[src/rtl/cnn_pkg.sv]
// rtl/cnn_pkg.sv - shared types and geometry helpers for the CNN stream blocks
package cnn_pkg;

  // Collector control states; COLLECT runs until the final raster beat is taken
  typedef enum logic [0:0] {
    IDLE    = 1'b0,
    COLLECT = 1'b1
  } coll_state_e;

  // Valid output dimension of a KxK window slid over an n-pixel axis
  function automatic int out_dim(input int n, input int k);
    return n - k + 1;
  endfunction

  // Counter width for values 0..n-1, never narrower than one bit
  function automatic int cnt_width(input int n);
    return (n > 1) ? $clog2(n) : 1;
  endfunction

  // Write address width for the kept feature map
  function automatic int addr_width(input int w, input int h, input int k);
    return cnt_width(out_dim(w, k) * out_dim(h, k));
  endfunction

endpackage

[src/rtl/raster_counter.sv]
// rtl/raster_counter.sv - col/row raster position counter with wrap, clear and last-pixel flag
module raster_counter #(
  parameter int IMG_W = 28,
  parameter int IMG_H = 28,
  parameter int CW    = 5,
  parameter int RW    = 5
) (
  input  logic          clk,
  input  logic          rst_n,
  input  logic          i_clr,
  input  logic          i_en,
  output logic [CW-1:0] o_col,
  output logic [RW-1:0] o_row,
  output logic          o_last
);

  localparam logic [CW-1:0] L_COL_MAX = CW'(IMG_W - 1);
  localparam logic [RW-1:0] L_ROW_MAX = RW'(IMG_H - 1);

  logic [CW-1:0] r_col;
  logic [RW-1:0] r_row;
  logic          w_col_wrap;
  logic          w_row_wrap;

  assign w_col_wrap = (r_col == L_COL_MAX);
  assign w_row_wrap = (r_row == L_ROW_MAX);

  // Advance one pixel per enabled beat; column wrap steps the row, final pixel wraps both
  always_ff @(posedge clk or negedge rst_n) begin
    if (!rst_n) begin
      r_col <= '0;
      r_row <= '0;
    end else if (i_clr) begin
      r_col <= '0;
      r_row <= '0;
    end else if (i_en) begin
      if (w_col_wrap) begin
        r_col <= '0;
        r_row <= w_row_wrap ? '0 : r_row + 1'b1;
      end else begin
        r_col <= r_col + 1'b1;
      end
    end
  end

  assign o_col  = r_col;
  assign o_row  = r_row;
  assign o_last = w_col_wrap && w_row_wrap;

endmodule

[src/rtl/conv_output_collector.sv]
// rtl/conv_output_collector.sv - drops KxK border beats and writes kept pixels to result RAM; CONV_COLLECT_RELU_EN adds inline ReLU
module conv_output_collector
  import cnn_pkg::*;
#(
  parameter int WIDTH  = 8,
  parameter int IMG_W  = 28,
  parameter int IMG_H  = 28,
  parameter int K      = 3,
  parameter int ADDR_W = addr_width(IMG_W, IMG_H, K)
) (
  input  logic              clk,
  input  logic              reset,
  input  logic              start,
  input  logic [WIDTH-1:0]  data_in,
  input  logic              data_valid,
  output logic              busy,
  output logic              wr_en,
  output logic [ADDR_W-1:0] wr_addr,
  output logic [WIDTH-1:0]  wr_data,
  output logic              frame_done
);

  localparam int CW = cnt_width(IMG_W);
  localparam int RW = cnt_width(IMG_H);
  localparam logic [CW-1:0] L_COL_MIN = CW'(K - 1);
  localparam logic [RW-1:0] L_ROW_MIN = RW'(K - 1);

  coll_state_e r_state;
  coll_state_e w_next_state;

  logic [CW-1:0]     w_col;
  logic [RW-1:0]     w_row;
  logic              w_last;
  logic              w_accept;
  logic              w_keep;
  logic              w_clear;
  logic [WIDTH-1:0]  w_pix;

  logic              r_wr_en;
  logic [ADDR_W-1:0] r_wr_addr;
  logic [ADDR_W-1:0] r_addr_next;
  logic [WIDTH-1:0]  r_wr_data;
  logic              r_frame_done;

  assign w_accept = (r_state == COLLECT) && data_valid;
  assign w_clear  = (r_state == IDLE) && start;
  assign w_keep   = w_accept && (w_col >= L_COL_MIN) && (w_row >= L_ROW_MIN);

`ifdef CONV_COLLECT_RELU_EN
  assign w_pix = data_in[WIDTH-1] ? '0 : data_in;
`else
  assign w_pix = data_in;
`endif

  raster_counter #(
    .IMG_W (IMG_W),
    .IMG_H (IMG_H),
    .CW    (CW),
    .RW    (RW)
  ) u_raster (
    .clk    (clk),
    .rst_n  (reset),
    .i_clr  (w_clear),
    .i_en   (w_accept),
    .o_col  (w_col),
    .o_row  (w_row),
    .o_last (w_last)
  );

  // State register
  always_ff @(posedge clk or negedge reset) begin
    if (!reset) begin
      r_state <= IDLE;
    end else begin
      r_state <= w_next_state;
    end
  end

  // Next state: arm on start, leave as the final raster beat is accepted
  always_comb begin
    w_next_state = r_state;
    case (r_state)
      IDLE:    if (start)             w_next_state = COLLECT;
      COLLECT: if (w_accept && w_last) w_next_state = IDLE;
      default:                        w_next_state = IDLE;
    endcase
  end

  // Write port: one-cycle registered write of each kept beat, sequential addresses per frame
  always_ff @(posedge clk or negedge reset) begin
    if (!reset) begin
      r_wr_en      <= 1'b0;
      r_wr_addr    <= '0;
      r_addr_next  <= '0;
      r_wr_data    <= '0;
      r_frame_done <= 1'b0;
    end else begin
      r_wr_en      <= w_keep;
      r_frame_done <= w_accept && w_last;
      if (w_clear) begin
        r_addr_next <= '0;
      end else if (w_keep) begin
        r_wr_addr   <= r_addr_next;
        r_addr_next <= r_addr_next + 1'b1;
        r_wr_data   <= w_pix;
      end
    end
  end

  assign busy       = (r_state == COLLECT);
  assign wr_en      = r_wr_en;
  assign wr_addr    = r_wr_addr;
  assign wr_data    = r_wr_data;
  assign frame_done = r_frame_done;

endmodule

[config.mk]
export PLATFORM = sky130hd
export DESIGN_NAME = conv_output_collector
export DESIGN_NICKNAME = d
export VERILOG_FILES = /design/src/rtl/cnn_pkg.sv /design/src/rtl/raster_counter.sv /design/src/rtl/conv_output_collector.sv
export SDC_FILE = /design/constraint.sdc
export NUM_CORES = 1
export LEC_CHECK = 0
export CORE_ASPECT_RATIO = 1.5
export CORE_MARGIN = 1.5
export CORE_UTILIZATION = 52
export DETAILED_ROUTE_END_ITERATION = 10
export PLACE_DENSITY = 0.78
export SYNTH_ARGS = -nofsm -noshare
export SYNTH_HDL_FRONTEND = slang
export SYNTH_SLANG_ARGS = --single-unit
export TNS_END_PERCENT = 30
[constraint.sdc]
create_clock -name clk -period 2.57 [get_ports clk]
set_clock_uncertainty 0.1 [all_clocks]
set_input_delay 0.3855 -clock clk [delete_from_list [all_inputs] [get_ports clk]]
set_output_delay 0.3855 -clock clk [all_outputs]
set_load 0.03 [all_outputs]
* After elaboration in Yosys (flattened, before gate mapping)
Index checks and enable logic that the tools add are counted.
** Operators by class
- $add $sub $neg :: 3
- Magnitude comparators :: 2
- Eq/ne operators :: 2
- Mux-type cells :: 12
- Bitwise operators :: 2
- Reduce and logical (&&, ||, !) cells :: 11
** Operator list (number)
- $mux W5 :: 7
- $mux W10 :: 2
- $add A10 B1 Y10 const B :: 1
- $add A5 B1 Y5 const B :: 2
- $eq A5 B5 Y1 const B :: 2
- $ge A5 B2 Y1 const B :: 2
- $logic_and A1 B1 Y1 :: 6
- $reduce_bool A2 Y1 :: 3
- $reduce_and A2 Y1 :: 2
- $mux W1 :: 2
- $not A1 Y1 :: 2
- $pmux W1 S2 :: 1
** Word-level totals
- Bits in registers :: 41
- Input bits :: 12
- Output and inout port bits :: 21
- Logic and storage cells :: 40

* Logic depth before layout (Yosys ltp)
- Depth after elaboration :: 5
- Depth in mapped cells :: 7
- Depth with buffers taken out :: 6

* By module
A second synthesis with hierarchy kept.
** Unflattened totals
- Cell total of the unflattened synthesis :: 197
- Area, all modules :: 1854.3 um^2
** Modules (own cells, without submodules)
- conv_output_collector :: instances 1, cells an instance 140, area each 1290.0 um^2, seq. area each 775.7 um^2
- raster_counter :: instances 1, cells an instance 57, area each 564.3 um^2, seq. area each 250.2 um^2

* Worst setup path before layout
Ideal clock, no wire load.
- Path type :: reg2reg
- Start :: register u_raster.r_col[1], in the netlist u_raster.o_col[1]
- End :: register r_wr_addr[1], in the netlist wr_addr[1]
- Library setup time :: 0.125 ns
- Arrival time :: 1.834 ns
- Required time :: 2.345 ns
- Slack :: 0.511 ns
- Stages on the path, launching flop included :: 7
- Buffers on the path :: 1
- Clock period less this slack :: 2.059 ns
- Cell sequence :: dfrtp_1 ha_1 or4_1 nor2_4 nor2_1 buf_6 mux2_4
** Between the ends
- Cells in the longest elaborated chain, start to end :: 4
** Ends and longest elaborated chain
- start: declaration :: line raster_counter.sv:20 : logic [CW-1:0] r_col;
- start signal: assignment :: line raster_counter.sv:41 : r_col <= r_col + 1'b1;
- $ge A5 B2 Y1 :: line conv_output_collector.sv:47 : assign w_keep = w_accept && (w_col >= L_COL_MIN) && (w_row >= L_ROW_MIN);
- $logic_and A1 B1 Y1 (2 in series) :: line conv_output_collector.sv:47
- $reduce_and A2 Y1 (no line)
- end signal: assignment :: line conv_output_collector.sv:103 : r_wr_addr <= r_addr_next;
- end: declaration :: line conv_output_collector.sv:40 : logic [ADDR_W-1:0] r_wr_addr;
Every way passes these cells.
A chain may end at the register's enable or synchronous reset.

* Final worst setup path
- Start :: register u_raster.r_col[1], in the netlist u_raster.o_col[1]
- End :: register r_wr_data[5], in the netlist wr_data[5]
** Between the ends
- Cells in the longest elaborated chain, start to end :: 4
** Ends and longest elaborated chain
- $ge A5 B2 Y1 :: line conv_output_collector.sv:47
- $logic_and A1 B1 Y1 (2 in series) :: line conv_output_collector.sv:47
- $reduce_and A2 Y1 (no line)
- end signal: assignment :: line conv_output_collector.sv:105 : r_wr_data <= w_pix;
- end: declaration :: line conv_output_collector.sv:42 : logic [WIDTH-1:0] r_wr_data;
Every way passes these cells.

==> impl_results.md <==
- Row count: 27
- Final #Nets: 220
- CTS Hold Buffers Added: 0
- Post-synth EDFFs: 0
- CTS Buf Count: 5
- DRC errors left: 0
- Max frequency: 443.6 MHz
- FF-to-FF Start: u_raster.o_col[1]
- CTS Sinks: 41
- Ports: 33
- Yosys warning total: 0
- PD cells: 979.9 mW/mm2
- Worst hold slack: 0.1018 ns
- Synth unique cells: 35
- Tot Pwr: 2.398 mW
- Worst R2R Path Depth: 6
- Nature of the critical path endpoint: flop
- Worst r2r dst: wr_data[5]
- HP Class: in2async
- Vias in the first global route: 1,412
- Gate Count Post-Synth: 168
- Final WS setup: 0.3159 ns
- Largest net degree at the start of global routing: 42
- # port buffers: 32
- Multi-input combinational cell area: between 800 and 900 um2
- Synthesized area per cell: roughly 12 um2
- Async S/R FF share, synth: 100.0%
- Post-route ant nets: 0
- # Max-Cap Violations: 0
- Fillers: 276
- Clock H-tree levels: 2
- Kind of critical path: reg2reg
- Sequential area share after synthesis: 52.16%
- Initial antenna violation count: 0
- DR iter-0 viols: 48
- Hold Fails Final Rpt: 0
- Tcrit/Tclk final: 87.71%
- Register area: just over 0.001 mm2
- Post_cts resized: 0
- WP data required: about 2.7 ns
- Layout cells sized above 1: between 15 and 20%
- Critical Path Start Type: flop
- Initial core utilization: 53.91%
- Root buffer cell: clkbuf_8
- Post-CTS Setup Inserts: 0
- Core Area: 0.003649 mm2
- DR WL met2: 2087 um
- Hpwl dp: between 2000 and 3000 um
- Status: finished clean
- Fin crit period: 2.254 ns
- Leakage: 1.089 nW
- Total track usage: between 10% and 20%
- Die height: 78.33 um
- Wirelength per Cell: between 15 and 20 um
- Final Wtd Congestion: 0.8378
- GRT overflow: 0
- Setup_tns: 0 ns
- Top Layer Used: met4
- Detailed-route vias per instance: 5.709
- WL met1: 1473 um
- CP max FO: 21
- Synthesized area: 0.001967 mm2
- DR pass1 iterations: 5
- Final setup vio count: 0
- Die footprint: 0.004168 mm2
- Worst-skew pair later-pin latency: just under 0.3 ns
- Via count: between 1k and 1.5k
- Clk slew on worst S/H paths: 0.07 ns
- CTS max path bufs: 2
- Area Growth Syn to Fin: 24.43%
- Slew Viols, Final: 0
- Slew margin rel.: 42.58%
- # diodes: 0
- RSZ-0062 raised after global routing: no
- Syn_nets: 185
- Reg2reg setup slack: 0.32 ns
- Post-Place Setup Slack: 0.2034 ns
- Chip width: 53.22 um
- CTS tree: yes
- WL final: 3840 um
- Global-route wire length before repair: 5947 um
- Top_reg_cell synth: dfrtp_1
- Number of synthesized register bits: 41
- WL met3: 186 um
- Slew at the pin closest to its max-slew limit: 0.8613 ns
- Arrival time worst endpoint: 2.33 ns
- Maximum vdd ir drop: 0.6282 mV
==> stage by stage <==
stage               cell area [um2]  cells  utilization, %
floorplan                      1967    168               -
global placement               2313    239           63.41
detailed placement             2313    239           63.41
CTS                            2447    247           67.08
global route                   2447    247           67.08
finish                         2447    247           67.08
==> layout make-up <==
class / count / area share, %
clock inverters: 3 / 2.658
clock buffers: 5 / 2.812
flip-flops and latches: 41 / 41.92
repair buffers: 34 / 13.50
multi-input cells: 115 / 35.99
well taps: 43 / 2.198
inverters: 6 / 0.9202
==> critical path, cell delays in order, from the launching register on <==
cell and delay [ns]:
dfrtp_1 0.47, ha_1 0.21, or4_1 0.53, nor2_4 0.19, nor2_2 0.06, buf_4 0.24, mux2_4 0.33
==> sequential cells by signal, summed over array words and instances, names as in the netlist <==
| signal | flops |
|---|---|
| busy | 1 |
| frame_done | 1 |
| r_addr_next | 10 |
| u_raster.o_col | 5 |
| u_raster.o_row | 5 |
| wr_addr | 10 |
| wr_data | 8 |
| wr_en | 1 |
==> cells by family (layout without fill, tap and decap cells) <==
group | Yosys count | in the layout | synth area share (%)
compound gates | 22 | 22 | 6.617
xor+xnor | 1 | 1 | 0.4454
fa+ha+maj | 5 | 5 | 3.181
buf+inv | 12 | 48 | 3.181
flops | 41 | 41 | 52.16
mux | 26 | 26 | 17.62
simple gates | 61 | 61 | 16.79
==> synthesized netlist by cell type (2+ instances only) <==
| cell | count | area (um2) |
|---|---|---|
| or4_1 | 6 | 45.04 |
| or3_1 | 4 | 25.02 |
| buf_2 | 2 | 10.01 |
| mux2i_1 | 8 | 80.08 |
| o31ai_1 | 4 | 30.03 |
| ha_1 | 5 | 62.56 |
| and2_1 | 3 | 18.77 |
| nand2b_1 | 2 | 12.51 |
| nand3_1 | 5 | 25.02 |
| nor2_1 | 5 | 18.77 |
| clkbuf_1 | 2 | 7.510 |
| a21oi_1 | 6 | 30.03 |
| inv_1 | 6 | 22.52 |
| buf_6 | 2 | 22.52 |
| mux2_4 | 17 | 255.2 |
| nor3_1 | 5 | 25.02 |
| o21ai_1 | 2 | 10.01 |
| dfrtp_1 | 41 | 1026 |
| and3_1 | 3 | 18.77 |
| o21ai_0 | 6 | 30.03 |
| nand2_1 | 20 | 75.07 |
==> layout by cell type, fill, tap and decap left out, types with 3 or more instances in the layout <==
cell and count:
nand3_1 5, clkdlybuf4s50_1 31, clkbuf_8 5, nand2_1 20, o21ai_0 6, nor3_1 5
or4_1 6, a21oi_1 6, inv_1 6, or3_1 4, o31ai_1 4, mux2i_1 8
mux2_4 17, ha_1 5, and2_1 3, and3_1 3, dfrtp_1 41, nor2_1 4
==> report_power, final <==
| group | total, mW | internal (mW) | switching, mW |
|---|---|---|---|
| clock network | 0.597 | 0.385 | 0.212 |
| registers | 0.954 | 0.811 | 0.142 |
| logic | 0.847 | 0.418 | 0.429 |
==> worst max-delay path by stage <==
stage          slack (ns)         startpoint                end  cells after the start
2_1_floorplan        0.51  u_raster.o_col[1]         wr_addr[1]                      6
3_3_place_gp         0.29         data_valid  u_raster.o_row[3]                      5
3_5_place_dp         0.20         data_valid  u_raster.o_row[3]                      5
4_1_cts              0.30  u_raster.o_col[1]         wr_data[5]                      6
5_1_grt              0.25  u_raster.o_col[1]         wr_data[5]                      6
6_report             0.32  u_raster.o_col[1]         wr_data[5]                      6
==> metal layers <==
| layer | global-route usage, % | vias up |
|---|---|---|
| met5 | 0 | - |
| met4 | 12.31 | 0 |
| met3 | 4.373 | 11 |
| met2 | 35.06 | 47 |
| met1 | 19.77 | 687 |
| li1 | - | 665 |
No activity file was read; power rests on OpenSTA's default activity.
